===== src/rtl/wb_arbiter.sv =====
// ---------------------------------------------------------------------------
// wb_arbiter
//
// Owns the single register-file write port. The in-order pipeline writeback
// always has priority; results from the long-latency unit (mul/div, late
// loads) are queued in a small in-order FIFO and drained whenever the main
// path is idle. A busy scoreboard tracks destinations with an outstanding
// long-latency result so decode can stall on RAW/WAW hazards.
//
// Optional feature macro: WB_LU_BYPASS_EN
//   defined   -> a long-unit result is written straight through (zero cycles)
//                when the FIFO is empty and the main path is idle.
//   undefined -> every accepted long-unit result goes through the FIFO, so
//                there is no combinational path from lu_* to rd_*.
//
// Parameters:
//   XLEN        data width
//   FIFO_DEPTH  long-unit result FIFO entries (power of two, >= 2)
//
// Ports:
//   clk_i, rst_ni               clock, asynchronous active-low reset
//   main_wren_i/addr_i/data_i   pipeline writeback (never backpressured)
//   lu_valid_i/ready_o          long-unit result handshake
//   lu_addr_i/data_i            long-unit result destination and data
//   iss_valid_i/iss_addr_i      long op issued; marks its destination busy
//   rs1/rs2/dst_addr_i          decode-stage hazard query
//   hazard_o                    any queried register is busy
//   rd_wren_o/addr_o/data_o     register-file write port
//   fifo_count_o                current FIFO occupancy
// ---------------------------------------------------------------------------
module wb_arbiter #(
    parameter int XLEN       = 32,
    parameter int FIFO_DEPTH = 2
) (
    input  logic                            clk_i,
    input  logic                            rst_ni,
    input  logic                            main_wren_i,
    input  logic [4:0]                      main_addr_i,
    input  logic [XLEN-1:0]                 main_data_i,
    input  logic                            lu_valid_i,
    output logic                            lu_ready_o,
    input  logic [4:0]                      lu_addr_i,
    input  logic [XLEN-1:0]                 lu_data_i,
    input  logic                            iss_valid_i,
    input  logic [4:0]                      iss_addr_i,
    input  logic [4:0]                      rs1_addr_i,
    input  logic [4:0]                      rs2_addr_i,
    input  logic [4:0]                      dst_addr_i,
    output logic                            hazard_o,
    output logic                            rd_wren_o,
    output logic [4:0]                      rd_addr_o,
    output logic [XLEN-1:0]                 rd_data_o,
    output logic [$clog2(FIFO_DEPTH):0]     fifo_count_o
);

    localparam int PW = $clog2(FIFO_DEPTH);
    localparam int CW = PW + 1;
    localparam logic [CW-1:0] DEPTH_C = CW'(FIFO_DEPTH);

    // FIFO state
    logic [4:0]      addr_mem [FIFO_DEPTH];
    logic [XLEN-1:0] data_mem [FIFO_DEPTH];
    logic [PW-1:0]   wr_ptr_reg, wr_ptr_next;
    logic [PW-1:0]   rd_ptr_reg, rd_ptr_next;
    logic [CW-1:0]   count_reg, count_next;

    // Scoreboard state
    logic [31:0]     busy_reg, busy_next;

    // Arbitration decisions
    logic            main_sel;
    logic            fifo_empty;
    logic            lu_accept;
    logic            bypass;
    logic            push;
    logic            pop;
    logic            clr_valid;
    logic [4:0]      clr_addr;
    logic [4:0]      head_addr;
    logic [XLEN-1:0] head_data;

    logic            wren_int;
    logic [4:0]      addr_int;
    logic [XLEN-1:0] data_int;

    assign head_addr  = addr_mem[rd_ptr_reg];
    assign head_data  = data_mem[rd_ptr_reg];
    assign fifo_empty = (count_reg == '0);

    // Ready looks only at the registered count: a pop in the same cycle
    // does not open a slot until the next cycle.
    assign lu_ready_o = (count_reg < DEPTH_C);
    assign lu_accept  = lu_valid_i && lu_ready_o;

    // A main write to x0 is treated as idle so the FIFO can drain.
    assign main_sel   = main_wren_i && (main_addr_i != 5'd0);
    assign pop        = !main_sel && !fifo_empty;

`ifdef WB_LU_BYPASS_EN
    assign bypass     = !main_sel && fifo_empty && lu_accept && (lu_addr_i != 5'd0);
`else
    assign bypass     = 1'b0;
`endif

    // Address-0 results complete the handshake but are dropped.
    assign push       = lu_accept && (lu_addr_i != 5'd0) && !bypass;

    assign clr_valid  = pop || bypass;
    assign clr_addr   = pop ? head_addr : lu_addr_i;

    // Write-port priority: main path, FIFO head, bypass, idle.
    always_comb begin
        wren_int = 1'b0;
        addr_int = 5'd0;
        data_int = '0;
        if (main_sel) begin
            wren_int = 1'b1;
            addr_int = main_addr_i;
            data_int = main_data_i;
        end else if (pop) begin
            wren_int = 1'b1;
            addr_int = head_addr;
            data_int = head_data;
        end else if (bypass) begin
            wren_int = 1'b1;
            addr_int = lu_addr_i;
            data_int = lu_data_i;
        end
    end

    // Gate with reset so the write port goes quiet immediately on assertion,
    // even though the main path is purely combinational.
    assign rd_wren_o = rst_ni && wren_int;
    assign rd_addr_o = rst_ni ? addr_int : 5'd0;
    assign rd_data_o = rst_ni ? data_int : '0;

    assign fifo_count_o = count_reg;

    // Pointer and count update
    always_comb begin
        wr_ptr_next = wr_ptr_reg;
        rd_ptr_next = rd_ptr_reg;
        count_next  = count_reg;
        if (push) begin
            wr_ptr_next = wr_ptr_reg + PW'(1);
        end
        if (pop) begin
            rd_ptr_next = rd_ptr_reg + PW'(1);
        end
        case ({push, pop})
            2'b10:   count_next = count_reg + CW'(1);
            2'b01:   count_next = count_reg - CW'(1);
            default: count_next = count_reg;
        endcase
    end

    always_ff @(posedge clk_i or negedge rst_ni) begin
        if (!rst_ni) begin
            wr_ptr_reg <= '0;
            rd_ptr_reg <= '0;
            count_reg  <= '0;
            busy_reg   <= '0;
        end else begin
            wr_ptr_reg <= wr_ptr_next;
            rd_ptr_reg <= rd_ptr_next;
            count_reg  <= count_next;
            busy_reg   <= busy_next;
        end
    end

    // FIFO storage, one register slot per entry
    generate
        for (genvar gi = 0; gi < FIFO_DEPTH; gi++) begin : g_fifo_entry
            always_ff @(posedge clk_i or negedge rst_ni) begin
                if (!rst_ni) begin
                    addr_mem[gi] <= 5'd0;
                    data_mem[gi] <= '0;
                end else if (push && (wr_ptr_reg == PW'(gi))) begin
                    addr_mem[gi] <= lu_addr_i;
                    data_mem[gi] <= lu_data_i;
                end
            end
        end
    endgenerate

    // Scoreboard: a new issue to the same register outranks the retiring
    // write, since the register has a fresh outstanding result.
    generate
        for (genvar gi = 0; gi < 32; gi++) begin : g_busy
            if (gi == 0) begin : g_zero
                assign busy_next[gi] = 1'b0;
            end else begin : g_reg
                logic set_hit;
                logic clr_hit;
                assign set_hit = iss_valid_i && (iss_addr_i == 5'(gi));
                assign clr_hit = clr_valid && (clr_addr == 5'(gi));
                assign busy_next[gi] = set_hit || (busy_reg[gi] && !clr_hit);
            end
        end
    endgenerate

    assign hazard_o = busy_reg[rs1_addr_i] | busy_reg[rs2_addr_i] | busy_reg[dst_addr_i];

endmodule


===== config.mk =====
export PLATFORM = sky130hd
export DESIGN_NAME = wb_arbiter
export DESIGN_NICKNAME = d
export VERILOG_FILES = /design/src/rtl/wb_arbiter.sv
export SDC_FILE = /design/constraint.sdc
export NUM_CORES = 1
export LEC_CHECK = 0
export BUFFER_PORTS_ARGS = -buffer_cell sky130_fd_sc_hd__buf_2
export CAP_MARGIN = 20
export CORE_MARGIN = 2
export CORE_UTILIZATION = 59
export CTS_CLUSTER_SIZE = 30
export DETAILED_ROUTE_END_ITERATION = 8
export PLACE_DENSITY = 0.95
export SYNTH_ARGS = -nofsm -noshare
export SYNTH_HDL_FRONTEND = slang
export SYNTH_SLANG_ARGS = --single-unit
export TNS_END_PERCENT = 5

===== constraint.sdc =====
create_clock -name clk_i -period 3.3 [get_ports clk_i]
set_input_delay 0.33 -clock clk_i [delete_from_list [all_inputs] [get_ports clk_i]]
set_output_delay 0.33 -clock clk_i [all_outputs]
set_load 0.02 [all_outputs]

==> impl_metrics.tcl, run 1 <==
set metrics [dict create \
    outcome "complete, no violations" \
    layout_common_cells "buf_2 (139), dfrtp_1 (108), mux2_2 (83)" \
    power.internal_mw 3.764 \
    layout_commonest_cell "buf_2" \
    dp_slack_ns 0.6561 \
    nets 778 \
    vias 5147 \
    crit_fanout 22 \
    routed_wl_mm 15.99 \
    synth_edf_count 0 \
    slowest_delay_ns 0.80 \
    synth_area_leader_cell "dfrtp_1" \
    insertion_delay_ns 0.38 \
    h-tree-depth 3 \
    synth_seq_cells 109 \
    crit_path_cell_trace "buf_4 -> mux2i_1 -> nor3_1 -> a21oi_1 -> nor2b_1 -> buf_2" \
    max-cap-violations 0 \
    antenna_found_initial 0 \
    wire_per_inst_um 19.52 \
    critPathKind "flip-flop to primary output" \
    clk_pin_slew_ns 0.11 \
    antenna_left 0 \
    cts_tree "yes" \
    synth_fp_nets 655 \
    synthesis.area_um2 6178 \
    drv_slew 0 \
    dr.pass1.iters 5 \
    fmax_ghz 0.3617 \
    final_hold_viol_count 0 \
    fin_util 0.7032 \
    synth_cells 555 \
    synthArstFlopShare 1.000 \
    p_clk_frac 0.132 \
    fin_crit_ns 2.765 \
    synthFlopType "dfrtp_1" \
    p_comb_frac 0.451 \
    p_leak_nw 3.178 \
    hold_buffers 0 \
    start_util 0.6039 \
    crit_path_top_delay_cell "dfrtp_2" \
    setup_viol 0 \
    skew_ns 0.01692 \
    grt_overflow_total 0 \
    drc 0 \
    synth_area_leaders "dfrtp_1 (44%), mux2_2 (15%), mux2i_1 (7.0%)" \
    root_buffer "clkbuf_8" \
    track_usage 0.2855 \
    p_seq_frac 0.417 \
    synthDistinctLibCells 50 \
    setup.worst_path.start_class "flip-flop" \
    yosys_warnings 0 \
    vdd_drop_max_mv 0.5776 \
    die_w_um 106.3 \
    hold_path.class "primary input to asynchronous set/reset pin" \
    viasPerCell 6.284 \
    cts_resized 0 \
    synth_area_per_cell_um2 11.13 \
    cts.sinks 109 \
    worst_ep_required_time_ns 2.97 \
    areaGrowthSynthToFinish_pct 16.44 \
    dp_hpwl_mm 11.50 \
    die_area_um2 11310 \
    slew_headroom 0.4204 \
    initialDrtViolationCount 420 \
    finalCritPeriodShare 0.8377 \
    grt_max_degree 87 \
    grt_pass1_wl_mm 25.40 \
    power_switching_mw 2.471 \
    cp.arrival_ns 2.43 \
    tightest_slew_ns 0.8693 \
    die_y_um 106.3 \
    io_buffers 140 \
    layout-drive-gt1-share 0.4056 \
    switching_share 0.3963 \
    insertedDiodeCount 0 \
    grt_pass1_vias 5287 \
    p_per_area_nw_per_um2 866.6 \
    gp_congestion 0.9456 \
    fp-row-count 37 \
    synth_top_area_frac 0.4415 \
    cts_setup_buffers 0 \
    clk_path_buf_depth 2 \
    largest_register_ffs 64 \
    io_pins 141 \
    seq_area_frac_synth 0.4415 \
    rsz0062_at_grt "false" \
    core_region_area_um2 10230 \
    cts_made_buffers 9 \
    endpoint_kind "primary output" \
    fin_ws_ns 0.5355 \
    setup_tns_ns 0 \
]
## routing by layer
| metal | global-route usage | vias to the layer above | part of all wire |
|---|---|---|---|
| li1 | - | 2306 | - |
| met1 | 0.3552 | 2557 | 0.40 |
| met2 | 0.4945 | 246 | 0.51 |
| met3 | 0.04414 | 38 | 0.070 |
| met4 | 0.1231 | 0 | 0.022 |
| met5 | 0 | - | 0 |
## synth_stat cells (3+ instances only)
cell      count
or2_2         4
or4_1         5
nand2_1      11
buf_1         4
dfrtp_1     109
mux2_2       83
o21ai_1      22
xnor2_1       4
nand2b_1     10
inv_1         6
a22oi_1       3
nand3_1       6
a21oi_1      36
clkbuf_1     24
or4_4         5
o21ai_0      41
nor2b_1      41
nor2_1        8
mux2i_1      43
mux4_2       17
nor3_1       35
buf_2         5
## worst max-delay path, delay by kind of cell (launching register included)
kind            cells  cell delay, ns
simple gates        2            0.42
mux                 1            0.14
flops               1            0.80
buf+inv             2            0.63
compound gates      1            0.08
## area by class of cell
cell class	instances	area, um2
Multi-Input combinational cell	405	3296
Fill cell	718	3037
Sequential cell	109	2729
Timing Repair Buffer	147	780.7
Tap cell	136	170.2
Clock buffer	10	127.6
Clock inverter	6	68.82
Inverter	6	22.52
## kinds of logic after synthesis
group	after synthesis	share of synthesized area
and+or+nand+nor	137	0.1306
muxes	144	0.2847
AOI/OAI and AO/OA	118	0.1063
buffers and inverters	41	0.02774
xor gates and xnor gates	5	0.007088
DFF	109	0.4415
adders and majority gates	1	0.002025
## path summary, 6_finish.rpt
kind                            slack (ns)      endpoint           from  depth (start not counted)
worst max-delay path                  0.54  rd_data_o[9]     rd_ptr_reg                          6
worst min-delay path                  0.04  data_mem[48]         rst_ni                          1
worst max register to register        0.89  busy_reg[10]     rd_ptr_reg                          5
worst min register to register        0.51   data_mem[9]    data_mem[9]                          1
max in group asynchronous             2.07   busy_reg[1]         rst_ni                          2
min in group clk_i                    0.19  data_mem[62]  lu_data_i[30]                          2
## per-stage QoR
step	std cells	hold slack (ns)	power, mW	cell area [um2]
after floorplan	555	0.03441	4.509	6178
final	819	0.04464	6.234	7194
after CTS	819	0.06569	6.204	7194
after global routing	819	0.1125	6.592	7194
after detailed placement	803	0.4813	5.376	6998
after global placement	803	0.4506	5.151	6998
## power by group through the flow
stage / Combinational, mW / Sequential [mW] / Clock, mW
2_1_floorplan: 2.16 / 2.35 / 0
3_5_place_dp: 2.77 / 2.61 / 0
3_3_place_gp: 2.63 / 2.52 / 0
4_1_cts: 2.79 / 2.58 / 0.826
5_1_grt: 3.03 / 2.69 / 0.876
6_report: 2.81 / 2.60 / 0.822
No activity file was read; power rests on OpenSTA's default activity.
==> run 2, diff against run 1 <==
CORE_UTILIZATION = 55   (was 59)
PLACE_DENSITY = 0.9   (was 0.95)
clock period = 2.85 ns   (was 3.3 ns; I/O delays follow)
==> run 2 against run 1 <==
Against the previous run:
- sequential share of layout area down 0.20 points
- worst hold slack worse by 0.016 ns
- clock skew shrank 0.012 ns
- largest cell class unchanged
- die area grew 7.0%
- cell area up 0.52%
- critical path depth is the same
- combinational power grew 18%
- worst setup slack worse by 0.38 ns
- via count shrank 2.6%
- sequential cell count did not move
- first-iteration DRC count decreased by 22%
- total power rose by 16%
==> impl_metrics.tcl, run 2 (synthesized netlist as in run 1, its figures left out) <==
set metrics [dict create \
    viasPerCell 6.096 \
    layout_common_cells "buf_2 (139), dfrtp_1 (108), mux2_2 (83)" \
    die_w_um 110.0 \
    grt_max_degree 87 \
    nets 778 \
    die_area_um2 12100 \
    h-tree-depth 3 \
    fmax_ghz 0.3717 \
    grt_pass1_vias 4967 \
    dp_hpwl_mm 11.68 \
    layout_commonest_cell "buf_2" \
    die_y_um 110.0 \
    fin_crit_ns 2.690 \
    dr.pass1.iters 5 \
    areaGrowthSynthToFinish_pct 17.05 \
    final_hold_viol_count 0 \
    grtUsageMet1 0.3487 \
    skew_ns 0.005287 \
    cts_made_buffers 9 \
    routed_wl_mm 15.75 \
    vdd_drop_max_mv 0.5701 \
    cts.sinks 109 \
    layout-drive-gt1-share 0.4047 \
    hold_buffers 0 \
    clk_pin_slew_ns 0.09 \
    dp_cells 806 \
    worst_ep_required_time_ns 2.57 \
    antenna_left 0 \
    setup.worst_path.start_class "flip-flop" \
    grt.met2_usage 0.4632 \
    io_pins 141 \
    cts_resized 0 \
    cp.arrival_ns 2.41 \
    setup_tns_ns 0 \
    finalCritPeriodShare 0.9440 \
    fin_ws_ns 0.1595 \
    setup_viol 0 \
    clk_path_buf_depth 2 \
    drc 0 \
    rsz0062_at_grt "false" \
    root_buffer "clkbuf_8" \
    start_util 0.5675 \
    crit_fanout 25 \
    final_cells 822 \
    slew_headroom 0.4159 \
    tightest_slew_ns 0.8761 \
    cts_setup_buffers 0 \
    vias 5011 \
    gp_congestion 0.8553 \
    hold_path.class "primary input to asynchronous set/reset pin" \
    critPathKind "flip-flop to primary output" \
    cts_tree "yes" \
    insertedDiodeCount 0 \
    fp-row-count 38 \
    grt_overflow_total 0 \
    largest_register_ffs 64 \
    endpoint_kind "primary output" \
    top_usage_layer "met2" \
    p_per_area_nw_per_um2 1004 \
    regToRegSetupSlack_ns 0.64 \
    dp_slack_ns 0.3451 \
    outcome "complete, no violations" \
    track_usage 0.2701 \
    initialDrtViolationCount 329 \
    placed_area_um2 6990 \
    fin_area_um2 7232 \
    max-cap-violations 0 \
    grt_pass1_wl_mm 24.93 \
    core_region_area_um2 10890 \
    antenna_found_initial 0 \
    met3_usage 0.05467 \
    fin_util 0.6642 \
    p_leak_nw 3.192 \
    io_buffers 140 \
    insertion_delay_ns 0.37 \
    drv_slew 0 \
    wire_per_inst_um 19.16 \
]
[run 2: cell count changes in the layout (fill, tap and decap cells not counted), sizes merged]
cell    change
bufinv      +1
inv         -2
clkinv      -1
clkbuf      +1
[run 2: through the flow]
step | hold slack [ns] | power, mW
finish | 0.02855 | 7.263
CTS | 0.04018 | 7.240
global placement | 0.4149 | 5.995
floorplan | -0.01059 | 5.221
global route | 0.08456 | 7.734
detailed placement | 0.4404 | 6.229
[run 2: path summary, 6_finish.rpt]
path	start	endpoint	cells past startpoint
min in group clk_i	lu_data_i[9]	data_mem[9]	2
max reg2reg	rd_ptr_reg	busy_reg[2]	5
min reg2reg	data_mem[9]	data_mem[9]	1
max in group asynchronous	rst_ni	data_mem[12]	2
max	fifo_count_o[0]	rd_data_o[22]	6
min	rst_ni	data_mem[32]	1
[run 2: critical path, stage by stage (launching register included)]
cell     delay [ns]
dfrtp_1        0.48
nor2_2         0.63
buf_4          0.41
nor3_1         0.12
a21oi_1        0.17
nor2b_1        0.06
buf_2          0.15
[run 2: layout make-up]
cell class	count	area (um2)
Timing Repair Buffer	147	800.8
Clock buffer	11	141.4
Tap cell	140	175.2
Inverter	6	22.52
Sequential cell	109	2729
Clock inverter	4	72.57
Multi-Input combinational cell	405	3291
Fill cell	829	3656
[run 2: report_power, final]
group / switching [mW] / internal (mW)
Clock: 0.494 / 0.513
Combinational: 1.69 / 1.63
Sequential: 0.607 / 2.33
Total: 2.79 / 4.47
[run 2: routing by layer]
| layer | up-vias | share of wire |
|---|---|---|
| met5 | - | 0 |
| met4 | 0 | 0.015 |
| met3 | 24 | 0.070 |
| met2 | 206 | 0.51 |
| met1 | 2484 | 0.40 |
| li1 | 2297 | - |
